==> config.mk <==
export PLATFORM = sky130hd
export DESIGN_NAME = mem_arbiter
export DESIGN_NICKNAME = d
export VERILOG_FILES = /design/src/rtl/mem_arb_pkg.sv /design/src/rtl/mem_arbiter.sv
export SDC_FILE = /design/constraint.sdc
export NUM_CORES = 1
export LEC_CHECK = 0
export ABC_CLOCK_PERIOD_IN_PS = 7210
export CAP_MARGIN = 40
export CORE_ASPECT_RATIO = 1.5
export CORE_MARGIN = 3
export CORE_UTILIZATION = 40
export CTS_CLUSTER_SIZE = 28
export DETAILED_ROUTE_END_ITERATION = 8
export GPL_TIMING_DRIVEN = 0
export PLACE_DENSITY = 0.65
export SLEW_MARGIN = 20
export SYNTH_ARGS = -nofsm -noshare
export SYNTH_HDL_FRONTEND = slang
export SYNTH_SLANG_ARGS = --single-unit
==> constraint.sdc <==
create_clock -name clk_in -period 7.21 [get_ports clk_in]
set_input_delay 1.442 -clock clk_in [delete_from_list [all_inputs] [get_ports clk_in]]
set_output_delay 1.442 -clock clk_in [all_outputs]
set_load 0.02 [all_outputs]
==> src/rtl/mem_arb_pkg.sv <==
// Shared encodings for the byte-serial RAM port arbiter: FSM states, owner ids,
// access-length constants and the IO region tag.
package mem_arb_pkg;

   typedef enum logic [1:0] {
      ST_IDLE  = 2'd0,
      ST_READ  = 2'd1,
      ST_WRITE = 2'd2
   } state_t;

   typedef enum logic {
      OWN_ICACHE = 1'b0,
      OWN_LSB    = 1'b1
   } owner_t;

   localparam logic [2:0] LEN_B = 3'd1;
   localparam logic [2:0] LEN_H = 3'd2;
   localparam logic [2:0] LEN_W = 3'd4;

   localparam logic [1:0] IO_BASE_HI = 2'b11;

endpackage

==> src/rtl/mem_arbiter.sv <==
// Byte-wide RAM port arbiter: LSB over icache, accesses serialised into byte cycles.
// Optional IO_STALL_EN: holds IO-region store bytes while io_buffer_full is high.
//
// state    | meaning
// ---------+------------------------------------------------------------
// ST_IDLE  | port free; grant LSB first, then icache
// ST_READ  | sampling one byte per cycle into the lane buffer
// ST_WRITE | issuing one store byte per cycle, pulse once all are out
module mem_arbiter #(
   parameter int         ADDR_W     = 32,
   parameter int         DATA_W     = 32,
   parameter logic [1:0] IO_BASE_HI = 2'b11
) (
   input  logic              clk_in,
   input  logic              rst_in,
   input  logic              rdy_in,
   input  logic              clear_branch_in,
   input  logic              icache_req_in,
   input  logic [ADDR_W-1:0] icache_addr_in,
   output logic              mem_to_icache_en_out,
   output logic [DATA_W-1:0] mem_to_icache_data_out,
   input  logic              lsb_req_in,
   input  logic              lsb_wr_in,
   input  logic [ADDR_W-1:0] lsb_addr_in,
   input  logic [2:0]        lsb_len_in,
   input  logic [DATA_W-1:0] lsb_wdata_in,
   output logic              mem_to_lsb_en_out,
   output logic [DATA_W-1:0] mem_to_lsb_data_out,
   input  logic [7:0]        mem_din,
   output logic [7:0]        mem_dout,
   output logic [ADDR_W-1:0] mem_a,
   output logic              mem_wr,
   input  logic              io_buffer_full
);
   import mem_arb_pkg::*;

   state_t            state_q, state_d;
   owner_t            owner_q, owner_d;
   logic [2:0]        cnt_q, cnt_d;
   logic [2:0]        len_q, len_d;
   logic [ADDR_W-1:0] addr_q, addr_d;
   logic [DATA_W-1:0] wdata_q, wdata_d;
   logic [DATA_W-1:0] buf_q, buf_d;
   logic              ic_block_q, ic_block_d;

   logic [ADDR_W-1:0] mem_a_d;
   logic [7:0]        mem_dout_d;
   logic              mem_wr_d;
   logic              ic_en_d, lsb_en_d;
   logic [DATA_W-1:0] ic_data_d, lsb_data_d;

   logic [4:0]        lane;
   logic              lsb_ok, ic_ok;
   logic              stall_grant, stall_write;

   assign lane = {cnt_q[1:0], 3'b000};

`ifdef IO_STALL_EN
   assign stall_grant = io_buffer_full && (lsb_addr_in[17:16] == IO_BASE_HI);
   assign stall_write = io_buffer_full && (addr_q[17:16] == IO_BASE_HI);
`else
   logic unused_io;
   assign stall_grant = 1'b0;
   assign stall_write = 1'b0;
   assign unused_io   = io_buffer_full;
`endif

   // A requester still seeing its own done pulse has not dropped req yet.
   assign lsb_ok = lsb_req_in && !mem_to_lsb_en_out;
   assign ic_ok  = icache_req_in && !mem_to_icache_en_out && !ic_block_q;

   always_comb begin
      state_d    = state_q;
      owner_d    = owner_q;
      cnt_d      = cnt_q;
      len_d      = len_q;
      addr_d     = addr_q;
      wdata_d    = wdata_q;
      buf_d      = buf_q;
      ic_block_d = 1'b0;
      mem_a_d    = mem_a;
      mem_dout_d = mem_dout;
      mem_wr_d   = 1'b0;
      ic_en_d    = 1'b0;
      lsb_en_d   = 1'b0;
      ic_data_d  = mem_to_icache_data_out;
      lsb_data_d = mem_to_lsb_data_out;

      if (!rdy_in) begin
         ic_block_d = ic_block_q;
         ic_en_d    = mem_to_icache_en_out;
         lsb_en_d   = mem_to_lsb_en_out;
      end else begin
         case (state_q)
            ST_IDLE: begin
               if (lsb_ok) begin
                  owner_d = OWN_LSB;
                  addr_d  = lsb_addr_in;
                  len_d   = lsb_len_in;
                  wdata_d = lsb_wdata_in;
                  buf_d   = '0;
                  mem_a_d = lsb_addr_in;
                  cnt_d   = 3'd0;
                  if (lsb_wr_in) begin
                     state_d = ST_WRITE;
                     if (!stall_grant) begin
                        mem_dout_d = lsb_wdata_in[7:0];
                        mem_wr_d   = 1'b1;
                        cnt_d      = 3'd1;
                     end
                  end else begin
                     state_d = ST_READ;
                  end
               end else if (ic_ok) begin
                  owner_d = OWN_ICACHE;
                  addr_d  = icache_addr_in;
                  len_d   = LEN_W;
                  buf_d   = '0;
                  mem_a_d = icache_addr_in;
                  cnt_d   = 3'd0;
                  state_d = ST_READ;
               end
            end

            ST_READ: begin
               if (clear_branch_in && owner_q == OWN_ICACHE) begin
                  state_d    = ST_IDLE;
                  cnt_d      = 3'd0;
                  ic_block_d = 1'b1;
               end else begin
                  buf_d[lane +: 8] = mem_din;
                  if (cnt_q + 3'd1 == len_q) begin
                     state_d = ST_IDLE;
                     cnt_d   = 3'd0;
                     if (owner_q == OWN_ICACHE) begin
                        ic_en_d   = 1'b1;
                        ic_data_d = buf_d;
                     end else begin
                        lsb_en_d   = 1'b1;
                        lsb_data_d = buf_d;
                     end
                  end else begin
                     cnt_d   = cnt_q + 3'd1;
                     mem_a_d = addr_q + ADDR_W'(cnt_q + 3'd1);
                  end
               end
            end

            ST_WRITE: begin
               if (cnt_q < len_q) begin
                  if (!stall_write) begin
                     mem_a_d    = addr_q + ADDR_W'(cnt_q);
                     mem_dout_d = wdata_q[lane +: 8];
                     mem_wr_d   = 1'b1;
                     cnt_d      = cnt_q + 3'd1;
                  end
               end else begin
                  state_d  = ST_IDLE;
                  cnt_d    = 3'd0;
                  lsb_en_d = 1'b1;
               end
            end

            default: state_d = ST_IDLE;
         endcase
      end
   end

   always_ff @(posedge clk_in) begin
      if (rst_in) begin
         state_q                <= ST_IDLE;
         owner_q                <= OWN_ICACHE;
         cnt_q                  <= 3'd0;
         len_q                  <= 3'd0;
         addr_q                 <= '0;
         wdata_q                <= '0;
         buf_q                  <= '0;
         ic_block_q             <= 1'b0;
         mem_a                  <= '0;
         mem_dout               <= 8'd0;
         mem_wr                 <= 1'b0;
         mem_to_icache_en_out   <= 1'b0;
         mem_to_icache_data_out <= '0;
         mem_to_lsb_en_out      <= 1'b0;
         mem_to_lsb_data_out    <= '0;
      end else begin
         state_q                <= state_d;
         owner_q                <= owner_d;
         cnt_q                  <= cnt_d;
         len_q                  <= len_d;
         addr_q                 <= addr_d;
         wdata_q                <= wdata_d;
         buf_q                  <= buf_d;
         ic_block_q             <= ic_block_d;
         mem_a                  <= mem_a_d;
         mem_dout               <= mem_dout_d;
         mem_wr                 <= mem_wr_d;
         mem_to_icache_en_out   <= ic_en_d;
         mem_to_icache_data_out <= ic_data_d;
         mem_to_lsb_en_out      <= lsb_en_d;
         mem_to_lsb_data_out    <= lsb_data_d;
      end
   end

endmodule

# Word level (Yosys, flattened, before mapping)
# Index checks and enable logic that the tools add are counted.
[word_totals]
latchBits = 0
ff_bits = 213
mem_bits_rw = 0
n_memories = 0
elab_cells = 108
mem_bits_ro = 0
[op_classes]
n_shift = 3
mux = 48
n_addsub = 5
n_div = 0
n_eq_ne = 11
n_bitwise = 3
n_reduce_logical = 22
multipliers = 0
n_lt_le_gt_ge = 1
[op_table]
columns = ["cell", "n"]
rows = [
  ["$mux W32", 8],
  ["$pmux W32 S3", 1],
  ["$pmux W32 S2", 1],
  ["$add A32 B3 Y32", 1],
  ["$add A32 B4 Y32", 1],
  ["$bwmux W32", 1],
  ["$shift A8 B7 Y32 const A", 1],
  ["$shiftx A32 B6 Y8", 1],
  ["$shiftx A8 B7 Y32", 1],
  ["$mux W8", 3],
  ["$mux W3", 7],
  ["$mux W1", 16],
  ["$pmux W8 S2", 1],
  ["$reduce_and A5 Y1", 3],
  ["$mux W2", 6],
  ["$ne A2 B2 Y1 const B", 6],
  ["$pmux W3 S3", 1],
  ["$reduce_and A3 Y1", 3],
  ["$reduce_and A4 Y1", 2],
  ["$neg A5 Y7", 1],
  ["$ne A3 B3 Y1 const B", 2],
  ["$pmux W2 S3", 1],
  ["$reduce_and A6 Y1", 1],
  ["$reduce_bool A2 Y1", 3],
  ["other kinds (13)", 21],
]

# Logic depth before layout (Yosys ltp)
# Gate-level depths: netlist (run 1).
[depth]
depth_word = 6
mapped_depth = 11

# Worst setup path before layout (run 1)
# No wires, ideal clock.
[synth_path]
path_kind = "input-to-reg"
startpoint = "input lsb_req_in"
endpoint = "register buf_q[10]"
slack_ns = 4.137
setup_ns = 0.070
arrival_ns = 3.002
cell_stages = 10
path_cell_list = "nor2b_1 -> buf_2 -> o311ai_1 -> clkbuf_1 -> a21o_1 -> buf_2 -> buf_2 -> buf_2 -> nand2_1 -> a21oi_1"
[synth_via]
elab_chain_len = 3
word_cells_on_any_way = 5
cone_classes = "1 x eq/ne; 2 x mux; 2 x reduce/logical"
[synth_rtl]
columns = ["element", "line_no", "text"]
rows = [
  ["start, declared", "mem_arbiter.sv:22", "input logic lsb_req_in,"],
  ["$logic_and A1 B1 Y1 (*)", "mem_arbiter.sv:69", "assign lsb_ok = lsb_req_in && !mem_to_lsb_en_out;"],
  ["$ne A3 B3 Y1 (no source line) or $mux W32 (tied branches)", "-", ""],
  ["$reduce_and A4 Y1 (no source line) or $pmux W32 S2 (tied branches)", "-", ""],
  ["end signal, assigned", "mem_arbiter.sv:193", "buf_q <= buf_d;"],
  ["end, declared", "mem_arbiter.sv:43", "logic [DATA_W-1:0] buf_q, buf_d;"],
]
# Mark *: on every way between the ends. The rest lies on a longest branch, timed or not.
# A chain may end at the register's enable or synchronous reset.

# Final worst setup path (run 1)
[layout_path]
startpoint = "input lsb_req_in"
endpoint = "register mem_a[14]"
[layout_via]
elab_chain_len = 3
word_cells_on_any_way = 5
cone_classes = "1 x eq/ne; 2 x mux; 2 x reduce/logical"
[layout_rtl]
columns = ["element", "line_no", "text"]
rows = [
  ["$logic_and A1 B1 Y1 (*)", "mem_arbiter.sv:69", ""],
  ["$ne A3 B3 Y1 (no source line) or $mux W32 (tied branches)", "-", ""],
  ["$reduce_and A6 Y1 (no source line) or $pmux W32 S3 (tied branches)", "-", ""],
  ["end signal, assigned", "mem_arbiter.sv:195", "mem_a <= mem_a_d;"],
  ["end, declared", "mem_arbiter.sv:31", "output logic [ADDR_W-1:0] mem_a,"],
]
# Marks and branches as above.

==> reports/results.ini, run 1 <==
[sta]
worst_pin_slew_ns=0.865
fin_skew_ns=0.0127
fmax_mhz=249
finalCriticalPeriod_ns=4.01
rsz0062_at_grt=false
final_max_slew_viol_count=0
min_period_over_period_pct=55.6
finalSetupViolations=0
slew_headroom_pct=42.3
fin_tns_setup_ns=0
hold_violations=0
fin_ws_ns=3.20

[synth]
synth_mux_area_share_pct=6.11
syn_nets=1391
syn_inst=1257
synthAdderAreaFrac_pct=2.41
yosysSeqAreaShare_pct=40.7
syn_area_mm2=0.0105
synth_xor_area_share_pct=0.978
synth_flop_cell=dfxtp_1
synth_top_family_by_area=simple AND/OR/NAND/NOR gates
synth-simple-area-share_pct=22.1
synth.avg_cell_area_um2=8.34
synth-edff-count=0
ys_seq_elements=213
synth_top_area_share_pct=40.7
synth_area_leader_cell=dfxtp_1
synth.most_common_cell=dfxtp_1
synth_cell_types=84
synth-compound-area-share_pct=22.1
synth_area_leaders=dfxtp_1 (41%), a211oi_1 (7.8%), a21oi_1 (6.3%)
synth_warnings=0
synthTopCellsByCount=dfxtp_1 (213), nand2_1 (150), nor2_1 (142)
synthArstFlopShare_pct=0

[placed_design]
gp_congestion=0.958
placed_area_mm2=0.0132
numPortBuffers=218
dp_hpwl_mm=29.8
place_ws_ns=2.73

[routing]
ant_nets=0
num_vias=10700
drc=0
vias_per_cell=5.73
drt_iter0_drc=787
wire_per_inst_um=20.8
detail_route.first_pass.iterations=5
totalWireLength_mm=38.6

[pwr]
finalPower_uw=3150
p_per_area_mw_per_mm2=225
ir_worst_vdd_v=0.000170
power.leakage_uw=0.00478

[final_layout]
fin_nets=1643
postLayoutCellArea_mm2=0.0140
synthToLayoutAreaGrowth_pct=33.3
final_layout_size_suffix_gt1_share_pct=7.48

[clock_tree]
ctsLongestPathBuffers=3
postCtsSetupBuffers=0
ctsHoldBuffers=0
insertion_delay_ns=0.51
cts_tree=done
htree_levels=1
cts_buffers=23
cts_resized=0
root_buffer=clkbuf_16
clkTransAtPathRegs_ns=0.06
cts_sinks=213

[setup_path]
critPathMaxFanout=10
worstPathCellList=clkdlybuf4s50_1 -> nor2b_1 -> buf_2 -> o311ai_1 -> clkbuf_1 -> nor4_1 -> clkbuf_1 -> o21ai_0 -> o22ai_1 -> nor2_1
slowest_stage=clkbuf_1
worstPathArrival_ns=4.38
required_ns=7.58
critPathTopFamily=buffers and inverters
crit_buf_inv=4
startpoint_type=primary input
crit_type=in -> reg
slowest_delay_ns=0.58
cpMostUsedCell=clkbuf_1
end_kind=flip-flop

[floorplan]
chipHeight_um=204
coreArea_mm2=0.0258
ios=222
placementRows=72
die-area_mm2=0.0282
die-width_um=138
start_util_pct=40.7

[run]
cap_violations=0

[hold_path]
hold_path_class=reg -> reg

[status]
outcome=finished, final reports clean

[global_route]
grt_pass1_wl_mm=58.5
antenna_found_initial=0
grt_max_degree=14
overflow=0
grt_use_total_pct=26.0
grt_pass1_vias=10300

[cell families (layout without fill, tap and decap cells)]
kind of cell             after synthesis  in the layout
XOR/XNOR                              10             10
AO/OA/AOI/OAI                        360            360
buffers and inverters                120            388
multiplexers                          54             54
adder cells (fa/ha/maj)               19             19
flip-flops                           213            213
AND/OR/NAND/NOR                      481            481
other                                  0              1
[worst reg2reg max path, stage by stage (launching register included)]
cell and delay [ns]:
dfxtp_1 0.47, clkbuf_1 0.55, inv_1 0.25, ha_1 0.47, xor2_1 0.25, nor4_2 0.11, or4_1 0.58, buf_6 0.18
nor2_4 0.19, buf_2 0.34, nand3_1 0.20, nand2_1 0.09
[registers in the layout, summed over array words and instances (netlist names)]
name	count
mem_wr	1
mem_to_lsb_data_out	32
cnt_q	3
owner_q	1
wdata_q	32
state_q	2
addr_q	32
len_q	3
mem_to_icache_data_out	32
mem_to_icache_en_out	1
ic_block_q	1
mem_dout	8
mem_to_lsb_en_out	1
mem_a	32
buf_q	32
[worst paths after layout]
path              slack, ns  depth (start not counted)             startpoint                     end
setup / recovery       3.20                         10             lsb_req_in  mem_a[14]$_SDFFE_PP0P_
hold / removal         0.45                          2  buf_q[2]$_SDFFE_PP0P_   buf_q[2]$_SDFFE_PP0P_
setup reg to reg       3.48                         11  cnt_q[1]$_SDFFE_PP0P_   mem_a[4]$_SDFFE_PP0P_
hold reg to reg        0.45                          2  buf_q[2]$_SDFFE_PP0P_   buf_q[2]$_SDFFE_PP0P_
[layout make-up]
cell class	instances	area [um2]
clock inverters	6	111
multi-input cells	924	5640
plain buffers	101	514
flip-flops and latches	213	4260
fillers	2505	11800
diodes	1	2.50
well taps	333	417
clock buffers	35	711
inverters	19	71.3
repair buffers	227	2250
[metrics by stage]
step                hold slack, ns  utilization (%)  cells
global route                 0.465             54.3   1858
detailed placement           0.439             51.1   1817
finish                       0.445             54.3   1859
CTS                          0.447             54.3   1858
floorplan                    0.427                -   1257
global placement             0.433             50.8   1808
[cells in the final DEF, fill, tap and decap left out, types with 7 or more instances in the layout]
cell and n:
nand4_1 9, a21oi_1 133, nand2_1 150, clkdlybuf4s50_1 218, nand3_1 24, or3_1 35
a31oi_1 9, nor2b_1 35, inv_1 18, nor4_1 10, buf_2 27, clkbuf_16 23
nor3_1 22, clkbuf_8 10, a22oi_1 7, dfxtp_1 213, mux4_2 8, o31ai_1 8
mux2i_1 46, buf_6 11, ha_1 17, clkbuf_1 60, o21ai_0 38, a211oi_1 109
nor2_1 142
[layer usage]
metal / vias to the layer above / share of wire (%) / wire [um] / track usage, %
li1: 5048 / - / - / -
met1: 5076 / 37 / 14400 / 27.9
met2: 411 / 53 / 20300 / 49.5
met3: 122 / 4.8 / 1840 / 3.42
met4: 0 / 5.5 / 2130 / 13.3
met5: - / 0 / 0 / 0
[power by group]
part           switching, uW  internal [uW]
Sequential              53.6           1240
Clock                    485            785
Combinational            344            240
(Power assumes the default switching activity.)
==> inputs of run 2 (changes only) <==
ABC_CLOCK_PERIOD_IN_PS = 4000   (was 7210)
clock period = 4 ns   (was 7.21 ns; I/O delays follow)
==> results of run 2 <==
The final DEF is identical to that of run 1. Status: finished, final reports clean.
Main changes from that run: setup slack after placement 2.73 ns -> 0.164 ns; setup slack after layout 3.20 ns -> 0.271 ns; start point of the critical path lsb_req_in -> cnt_q[1]$_SDFFE_PP0P_; end point of the critical path mem_a[14]$_SDFFE_PP0P_ -> mem_a[4]$_SDFFE_PP0P_; register-to-register setup slack 3.48 ns -> 0.27 ns; total power 3150 uW -> 5670 uW; worst IR drop on VDD 0.000170 V -> 0.000306 V
